==> src/rtl/lcd_sync_prefetch_fifo.sv <==
// Single-clock first-word-fall-through FIFO: registered-read RAM behind a head register,
// with occupancy count, programmable almost-full/empty, synchronous flush and sticky errors.
module lcd_sync_prefetch_fifo #(
  parameter int DATA_W   = 16,
  parameter int DEPTH_W  = 4,
  parameter int AF_LEVEL = 12,
  parameter int AE_LEVEL = 2
) (
  input  logic               clk,
  input  logic               rst_n,
  input  logic               flush,
  input  logic               wr_en,
  input  logic [DATA_W-1:0]  wr_data,
  output logic               wr_vld,
  input  logic               rd_en,
  output logic               rd_vld,
  output logic [DATA_W-1:0]  rd_data,
  output logic [DEPTH_W:0]   count,
  output logic               almost_full,
  output logic               almost_empty,
  output logic               overflow,
  output logic               underflow
);

  localparam int                 LP_N     = 1 << DEPTH_W;
  localparam logic [DEPTH_W:0]   LP_DEPTH = (DEPTH_W+1)'(LP_N);
  localparam logic [DEPTH_W:0]   LP_AF    = (DEPTH_W+1)'(AF_LEVEL);
  localparam logic [DEPTH_W:0]   LP_AE    = (DEPTH_W+1)'(AE_LEVEL);
  localparam logic [DEPTH_W:0]   LP_ONE   = (DEPTH_W+1)'(1);
  localparam logic [DEPTH_W-1:0] LP_PINC  = DEPTH_W'(1);

  logic [DATA_W-1:0]  r_mem [0:LP_N-1];
  logic [DATA_W-1:0]  r_q;
  logic [DATA_W-1:0]  r_head;
  logic [DEPTH_W-1:0] r_wptr;
  logic [DEPTH_W-1:0] r_rptr;
  logic [DEPTH_W:0]   r_count;
  logic               r_rd_vld;
  logic               r_wr_vld;
  logic               r_af;
  logic               r_ae;
  logic               r_ovf;
  logic               r_unf;

  logic               w_do_wr;
  logic               w_do_rd;
  logic [DEPTH_W:0]   w_ram_cnt;
  logic               w_ram_empty;
  logic               w_wr_to_head;
  logic               w_ram_wr;
  logic               w_head_from_ram;
  logic [DEPTH_W-1:0] w_rptr_nxt;
  logic [DEPTH_W:0]   w_count_nxt;

  // The head register holds the oldest entry; the RAM holds everything behind it.
  assign w_do_wr         = wr_en & r_wr_vld & ~flush;
  assign w_do_rd         = rd_en & r_rd_vld & ~flush;
  assign w_ram_cnt       = r_count - {{DEPTH_W{1'b0}}, r_rd_vld};
  assign w_ram_empty     = (w_ram_cnt == '0);
  assign w_wr_to_head    = w_do_wr & w_ram_empty & (~r_rd_vld | w_do_rd);
  assign w_ram_wr        = w_do_wr & ~w_wr_to_head;
  assign w_head_from_ram = w_do_rd & ~w_ram_empty;
  assign w_rptr_nxt      = w_head_from_ram ? (r_rptr + LP_PINC) : r_rptr;

  always_comb begin
    w_count_nxt = r_count;
    if (w_do_wr && !w_do_rd) begin
      w_count_nxt = r_count + LP_ONE;
    end else if (!w_do_wr && w_do_rd) begin
      w_count_nxt = r_count - LP_ONE;
    end
  end

  // r_q always prefetches the entry at the next read pointer, so a pop refills the head
  // without a bubble; a same-edge write to that address is forwarded.
  always_ff @(posedge clk) begin
    if (w_ram_wr) begin
      r_mem[r_wptr] <= wr_data;
    end
    if (w_ram_wr && (r_wptr == w_rptr_nxt)) begin
      r_q <= wr_data;
    end else begin
      r_q <= r_mem[w_rptr_nxt];
    end
  end

  always_ff @(posedge clk or negedge rst_n) begin
    if (!rst_n) begin
      r_wptr   <= '0;
      r_rptr   <= '0;
      r_count  <= '0;
      r_rd_vld <= 1'b0;
      r_head   <= '0;
      r_wr_vld <= 1'b1;
      r_af     <= 1'b0;
      r_ae     <= 1'b1;
      r_ovf    <= 1'b0;
      r_unf    <= 1'b0;
    end else if (flush) begin
      r_wptr   <= '0;
      r_rptr   <= '0;
      r_count  <= '0;
      r_rd_vld <= 1'b0;
      r_wr_vld <= 1'b1;
      r_af     <= 1'b0;
      r_ae     <= 1'b1;
      r_ovf    <= 1'b0;
      r_unf    <= 1'b0;
    end else begin
      if (w_ram_wr) begin
        r_wptr <= r_wptr + LP_PINC;
      end
      r_rptr  <= w_rptr_nxt;
      r_count <= w_count_nxt;
      if (w_wr_to_head) begin
        r_head   <= wr_data;
        r_rd_vld <= 1'b1;
      end else if (w_head_from_ram) begin
        r_head   <= r_q;
        r_rd_vld <= 1'b1;
      end else if (w_do_rd) begin
        r_rd_vld <= 1'b0;
      end
      // Flags are computed from the next count so they line up with count every cycle.
      r_wr_vld <= (w_count_nxt != LP_DEPTH);
      r_af     <= (w_count_nxt >= LP_AF);
      r_ae     <= (w_count_nxt <= LP_AE);
      r_ovf    <= r_ovf | (wr_en & ~r_wr_vld);
      r_unf    <= r_unf | (rd_en & ~r_rd_vld);
    end
  end

  assign wr_vld       = r_wr_vld;
  assign rd_vld       = r_rd_vld;
  assign rd_data      = r_head;
  assign count        = r_count;
  assign almost_full  = r_af;
  assign almost_empty = r_ae;
  assign overflow     = r_ovf;
  assign underflow    = r_unf;

endmodule

==> config.mk <==
export PLATFORM = sky130hd
export DESIGN_NAME = lcd_sync_prefetch_fifo
export DESIGN_NICKNAME = d
export VERILOG_FILES = /design/src/rtl/lcd_sync_prefetch_fifo.sv
export SDC_FILE = /design/constraint.sdc
export NUM_CORES = 1
export LEC_CHECK = 0
export BUFFER_PORTS_ARGS = -buffer_cell sky130_fd_sc_hd__buf_2
export CAP_MARGIN = 20
export CORE_MARGIN = 2
export CORE_UTILIZATION = 49
export CTS_CLUSTER_SIZE = 24
export DETAILED_ROUTE_END_ITERATION = 10
export PLACE_DENSITY = 0.68
export SLEW_MARGIN = 20
export SYNTH_ARGS = -nofsm -noshare
export SYNTH_HDL_FRONTEND = slang
export SYNTH_SLANG_ARGS = --single-unit
==> constraint.sdc <==
create_clock -name clk -period 3.28 [get_ports clk]
set_input_delay 0.492 -clock clk [delete_from_list [all_inputs] [get_ports clk]]
set_output_delay 0.492 -clock clk [all_outputs]
set_load 0.01 [all_outputs]
# Yosys cells after proc, flatten, opt, wreduce, memory -nomap -nowiden
# Memory sizes are Yosys's and may differ from the RTL's. A register that Yosys moved wholly into a read port is not among the register bits.
# Index checks and enable logic that the tools add are counted.
dict set report word_totals {
  elab_cells 66
  output_inout_bits 27
  ff_bits 35
  mem_bits_rw 256
  in_bits 21
  memories 1
}
dict set report op_classes {
  order_cmp 2
  n_addsub 5
  bitwise_logic 18
  n_mux 20
  n_reduce_logical 9
  eq_ne 1
}
# name words width read_ports rd_ports_with_merged_regs wr line_no
set memory_table {}
lappend memory_table {r_mem 16 16 1 1 1 32} ;# logic [DATA_W-1:0] r_mem [0:LP_N-1];
# operator n
set ops {}
lappend ops {{$mux 16} 2}
lappend ops {{$mux 4} 4}
lappend ops {{$mux 5} 3}
lappend ops {{$mux 1} 11}
lappend ops {{$and 1x1->1} 10}
lappend ops {{$add 4x1->4 const B} 2}
lappend ops {{$add 5x1->5 const B} 1}
lappend ops {{$ge 5x4->1 const B} 1}
lappend ops {{$le 5x2->1 const B} 1}
lappend ops {{$logic_not 5->1} 1}
lappend ops {{$ne 5x5->1 const B} 1}
lappend ops {{$not 1->1} 5}
lappend ops {{$sub 5x1->5} 1}
lappend ops {{$sub 5x1->5 const B} 1}
lappend ops {{$reduce_bool 2->1} 2}
lappend ops {{$reduce_bool 4->1} 1}
lappend ops {{$or 1x1->1} 3}
lappend ops {{$logic_and 1x1->1} 2}
lappend ops {{$logic_not 1->1} 2}
lappend ops {{$reduce_and 2->1} 1}

# Logic depth before layout (Yosys ltp)
dict set report logic_depth {
  word_depth 8
  depth_mapped 8
  mapped_depth_nobuf 7
}

# Least setup slack after synthesis
# No wires, ideal clock.
dict set report synth_path {
  path_type {reg-to-reg}
  startpoint {register r_count[0] (netlist: count[0])}
  endpoint {memory r_mem[3][0] (enable)}
  setup_ps 430
  path_slack_ps -33
  synth_period_minus_slack_ps 3313
  n_path_buf 0
  path_stages_with_launch 7
  t_arrival_ps 2883
  t_required_ps 2850
  cell_sequence {dfrtp_1 > inv_1 > ha_1 > nor4b_2 > nand2_1 > o21ai_1 > nor4_1}
}
dict set report synth_via {
  elab_chain_len 8
}
# item line_no
set synth_rtl {}
lappend synth_rtl {{start: declaration} 37} ;# logic [DEPTH_W:0] r_count;
lappend synth_rtl {{start signal: assignment} 114} ;# r_count <= w_count_nxt;
lappend synth_rtl {{$sub 5x1->5} 58} ;# assign w_ram_cnt = r_count - {{DEPTH_W{1'b0}}, r_rd_vld};
lappend synth_rtl {{$logic_not 5->1} 59} ;# assign w_ram_empty = (w_ram_cnt == '0);
lappend synth_rtl {{$and 1x1->1 (2 in series)} 60} ;# assign w_wr_to_head = w_do_wr & w_ram_empty & (~r_rd_vld | w_do_rd);
lappend synth_rtl {{$not 1->1} 61} ;# assign w_ram_wr = w_do_wr & ~w_wr_to_head;
lappend synth_rtl {{$and 1x1->1} 61}
lappend synth_rtl {{$mux 1} 77} ;# if (w_ram_wr) begin
lappend synth_rtl {{$mux 1 (implied by the code)} 78} ;# r_mem[r_wptr] <= wr_data;
lappend synth_rtl {{end: declaration} 32}
# Every way passes these cells.

# Final worst setup path
dict set report layout_path {
  startpoint {register r_count[0] (netlist: count[0])}
  endpoint {memory r_mem[0][1] (enable)}
}
# Same word-level chain as after synthesis.

==> key figures <==
Place
  • GPL Wtd Cong: 0.8165
  • Placed inst area: 12570 µm²
  • Buffers on Ports: 47
  • HPWL Detailed: 15300 µm
  • Worst slack, placed: 0.5335 ns

Synth
  • Seq/Total Area, Yosys: 73.84%
  • Post-synth EDFFs: 256
  • Largest cells by area after synthesis: edfxtp_1 66%, mux4_2 9.2%, dfrtp_1 7.1%
  • Post-synth top area share: 65.66%
  • Syn_area_per_cell: 18.61 µm²
  • Synth unique cells: 49
  • Mapped Nets: 658
  • Post-synthesis cell count: 629
  • Synth async-reset ratio: 11.86%
  • Mapped cell area: 11710 µm²
  • Area leader, netlist: edfxtp_1
  • Seq cells post-synth: 295
  • Primary FF master, synth: edfxtp_1
  • Ys Warns: 0

Power and ir drop
  • LEAKAGE: 4.431 nW
  • P per Cell Area: 646.0 nW/µm²
  • VDD IR max: 0.4410 mV
  • Post-layout power: 8.720 mW

STA
  • Pins Over Slew Limit: 0
  • # setup viols final: 0
  • Skew final: 0.01585 ns
  • Worst slew margin: 37.25%
  • Worst setup margin: 0.5640 ns
  • Fmax: 368.2 MHz
  • RSZ-0062 raised after global routing: false
  • Minimum clock period: 2.716 ns
  • Tightest Pin Transition: 0.9412 ns
  • Final Hold Vio Count: 0
  • Tcrit/Tclk final: 82.81%
  • Total negative slack: 0 ns

Cells and area
  • ANT cells: 0
  • Final core area utilization: 57.51%
  • Layout cells sized above 1: 27.82%
  • Syn-to-layout area delta: 15.28%
  • Design area: 13500 µm²
  • Filler cell count in the final layout: 1784
  • Final layout net count: 743

Clock network
  • Cts repair resizes: 0
  • CTS tree: yes
  • # Post-CTS Setup Buffers: 0
  • CTS buffer count: 29
  • Skew-Pair Late Insertion Delay: 0.55 ns
  • Hold_buf cts: 0
  • H-tree depth: 1
  • Clock root buffer: clkbuf_16
  • Clock sink count: 295
  • Clock-pin transition on the worst setup and hold timing paths: 0.06 ns
  • Clock Path Buffers: 3

Global route
  • GRT Total Usage: 20.67%
  • Number of global-route vias before repair: 6486
  • Most Crowded Layer GR: met2
  • First-pass GRT wire length: 38380 µm
  • M1 GR Usage: 29.66%
  • Met2 Use GR: 33.29%
  • Initial antenna violation count: 0
  • Met3 Track Usage GR: 3.783%
  • GRT overflow: 0
  • Largest net degree at the start of global routing: 36

Drt
  • DRT antenna net count: 0
  • Vias post-DR: 6230
  • Drt via density: 5.900
  • DRC viols: 0
  • Drt first pass iters: 5
  • DR iter-0 viols: 691
  • DRT Wirelength: 24960 µm
  • Routed len/inst: 23.64 µm

Setup path
  • Crit Path Category: reg2reg
  • Startpoint Class: register
  • Worst Path Required: 3.52 ns
  • CP endpoint kind: register
  • Crit Path Max Fanout: 10
  • Crit path DAT: 2.96 ns

Die
  • Core region area: 23470 µm²
  • Rows: 56
  • Die X: 158.6 µm
  • Starting Density: 49.88%
  • Ports: 48
  • Die height: 158.6 µm
  • Die area: 25150 µm²

Run status
  • Outcome: finished clean

Run
  • Max cap viols: 0

Min path
  • Hold WC Path Type: in2async
-- per-stage QoR --
| stage | hold slack [ns] | std cells |
|---|---|---|
| 2_1_floorplan | 0.1964 | 629 |
| 3_3_place_gp | 0.4614 | 1002 |
| 3_5_place_dp | 0.4865 | 1002 |
| 4_1_cts | 0.1111 | 1056 |
| 5_1_grt | 0.1461 | 1056 |
| 6_report | 0.1006 | 1056 |
-- cells in the final DEF (no fill, tap or decap), types with 9 or more instances in the layout --
cell type / n
edfxtp_1: 256
mux4_2: 48
buf_2: 47
mux2i_1: 37
buf_4: 35
nor2_1: 34
dfrtp_1: 33
clkbuf_16: 29
a221oi_1: 24
nand2b_1: 18
o22ai_1: 16
mux2_2: 12
inv_1: 11
clkbuf_1: 11
nand2_1: 10
a21oi_1: 9
-- layer usage --
layer	wire length (µm)	share of wire [%]
met1	10550	42
met2	11860	48
met3	2028	8.1
met4	514	2.1
met5	0	0
-- synth_stat cells (all sizes together), types with 2 or more instances --
cell / n
nand4: 3
a22oi: 5
o22ai: 16
nor2b: 5
mux4: 48
inv: 11
o21ai: 6
nor2: 36
nand3b: 4
and3b: 3
ha: 8
a21oi: 9
edfxtp: 256
mux2: 12
dfxtp: 4
clkbuf: 14
nor3: 4
xnor2: 6
a311oi: 5
nor4: 9
or3: 3
dfrtp: 33
dfstp: 2
nand2b: 18
mux2i: 37
nor3b: 2
nand2: 10
a221oi: 24
buf: 17
and2: 2
and3: 5
-- state kept, by name, summed over array words and instances, names as in the netlist, named ones only --
register	flops
rd_data	16
overflow	1
wr_vld	1
almost_full	1
rd_vld	1
r_rptr	4
count	5
r_mem	256
underflow	1
r_wptr	4
almost_empty	1
-- logic make-up after synthesis --
logic type | count (synthesis) | synth area share [%]
flip-flops | 295 | 73.84
AO/OA/AOI/OAI | 71 | 4.467
buffers and inverters | 42 | 1.667
multiplexers | 97 | 13.55
adder cells (fa/ha/maj) | 8 | 0.8549
AND/OR/NAND/NOR | 109 | 5.097
XOR/XNOR | 7 | 0.5236
-- final timing paths --
path                                      from                endpoint  slack, ns  cells past startpoint
max in group asynchronous                rst_n  rd_data[9]$_DFFE_PN0P_       2.59                      1
min in group clk                         wr_en      overflow$_DFF_PN0_       0.25                      3
max                         count[0]$_DFF_PN0_   r_mem[0][1]$_DFFE_PP_       0.56                      8
min                                      rst_n      overflow$_DFF_PN0_       0.10                      1
min reg2reg                r_rptr[3]$_DFF_PN0_                register       0.49                      1
max reg2reg                 count[0]$_DFF_PN0_   r_mem[0][1]$_DFFE_PP_       0.56                      8
-- area by class of cell --
cell class	count	area (µm²)	share of cell area [%]
flip-flops and latches	295	8651	64.09
multi-input cells	292	2923	21.65
clock buffers	44	822.0	6.090
repair buffers	85	558.0	4.134
well taps	319	399.1	2.957
clock inverters	10	103.9	0.7694
inverters	11	41.29	0.3059
-- power breakdown --
group          switching, mW  total [mW]  internal (mW)  leakage, nW
sequential             0.140        4.41           4.27         2.77
combinational          0.605        1.09          0.487         1.20
clock                   1.34        3.22           1.88        0.459
-- worst max-delay path, stage by stage (launching register included) --
cell     delay (ns)
dfrtp_1        0.45
inv_1          0.15
ha_1           0.28
nor4b_2        0.19
nand2_1        0.10
o21ai_1        0.08
buf_4          0.19
nor4_2         0.63
buf_4          0.35
Power figures use the tool's default switching activity.
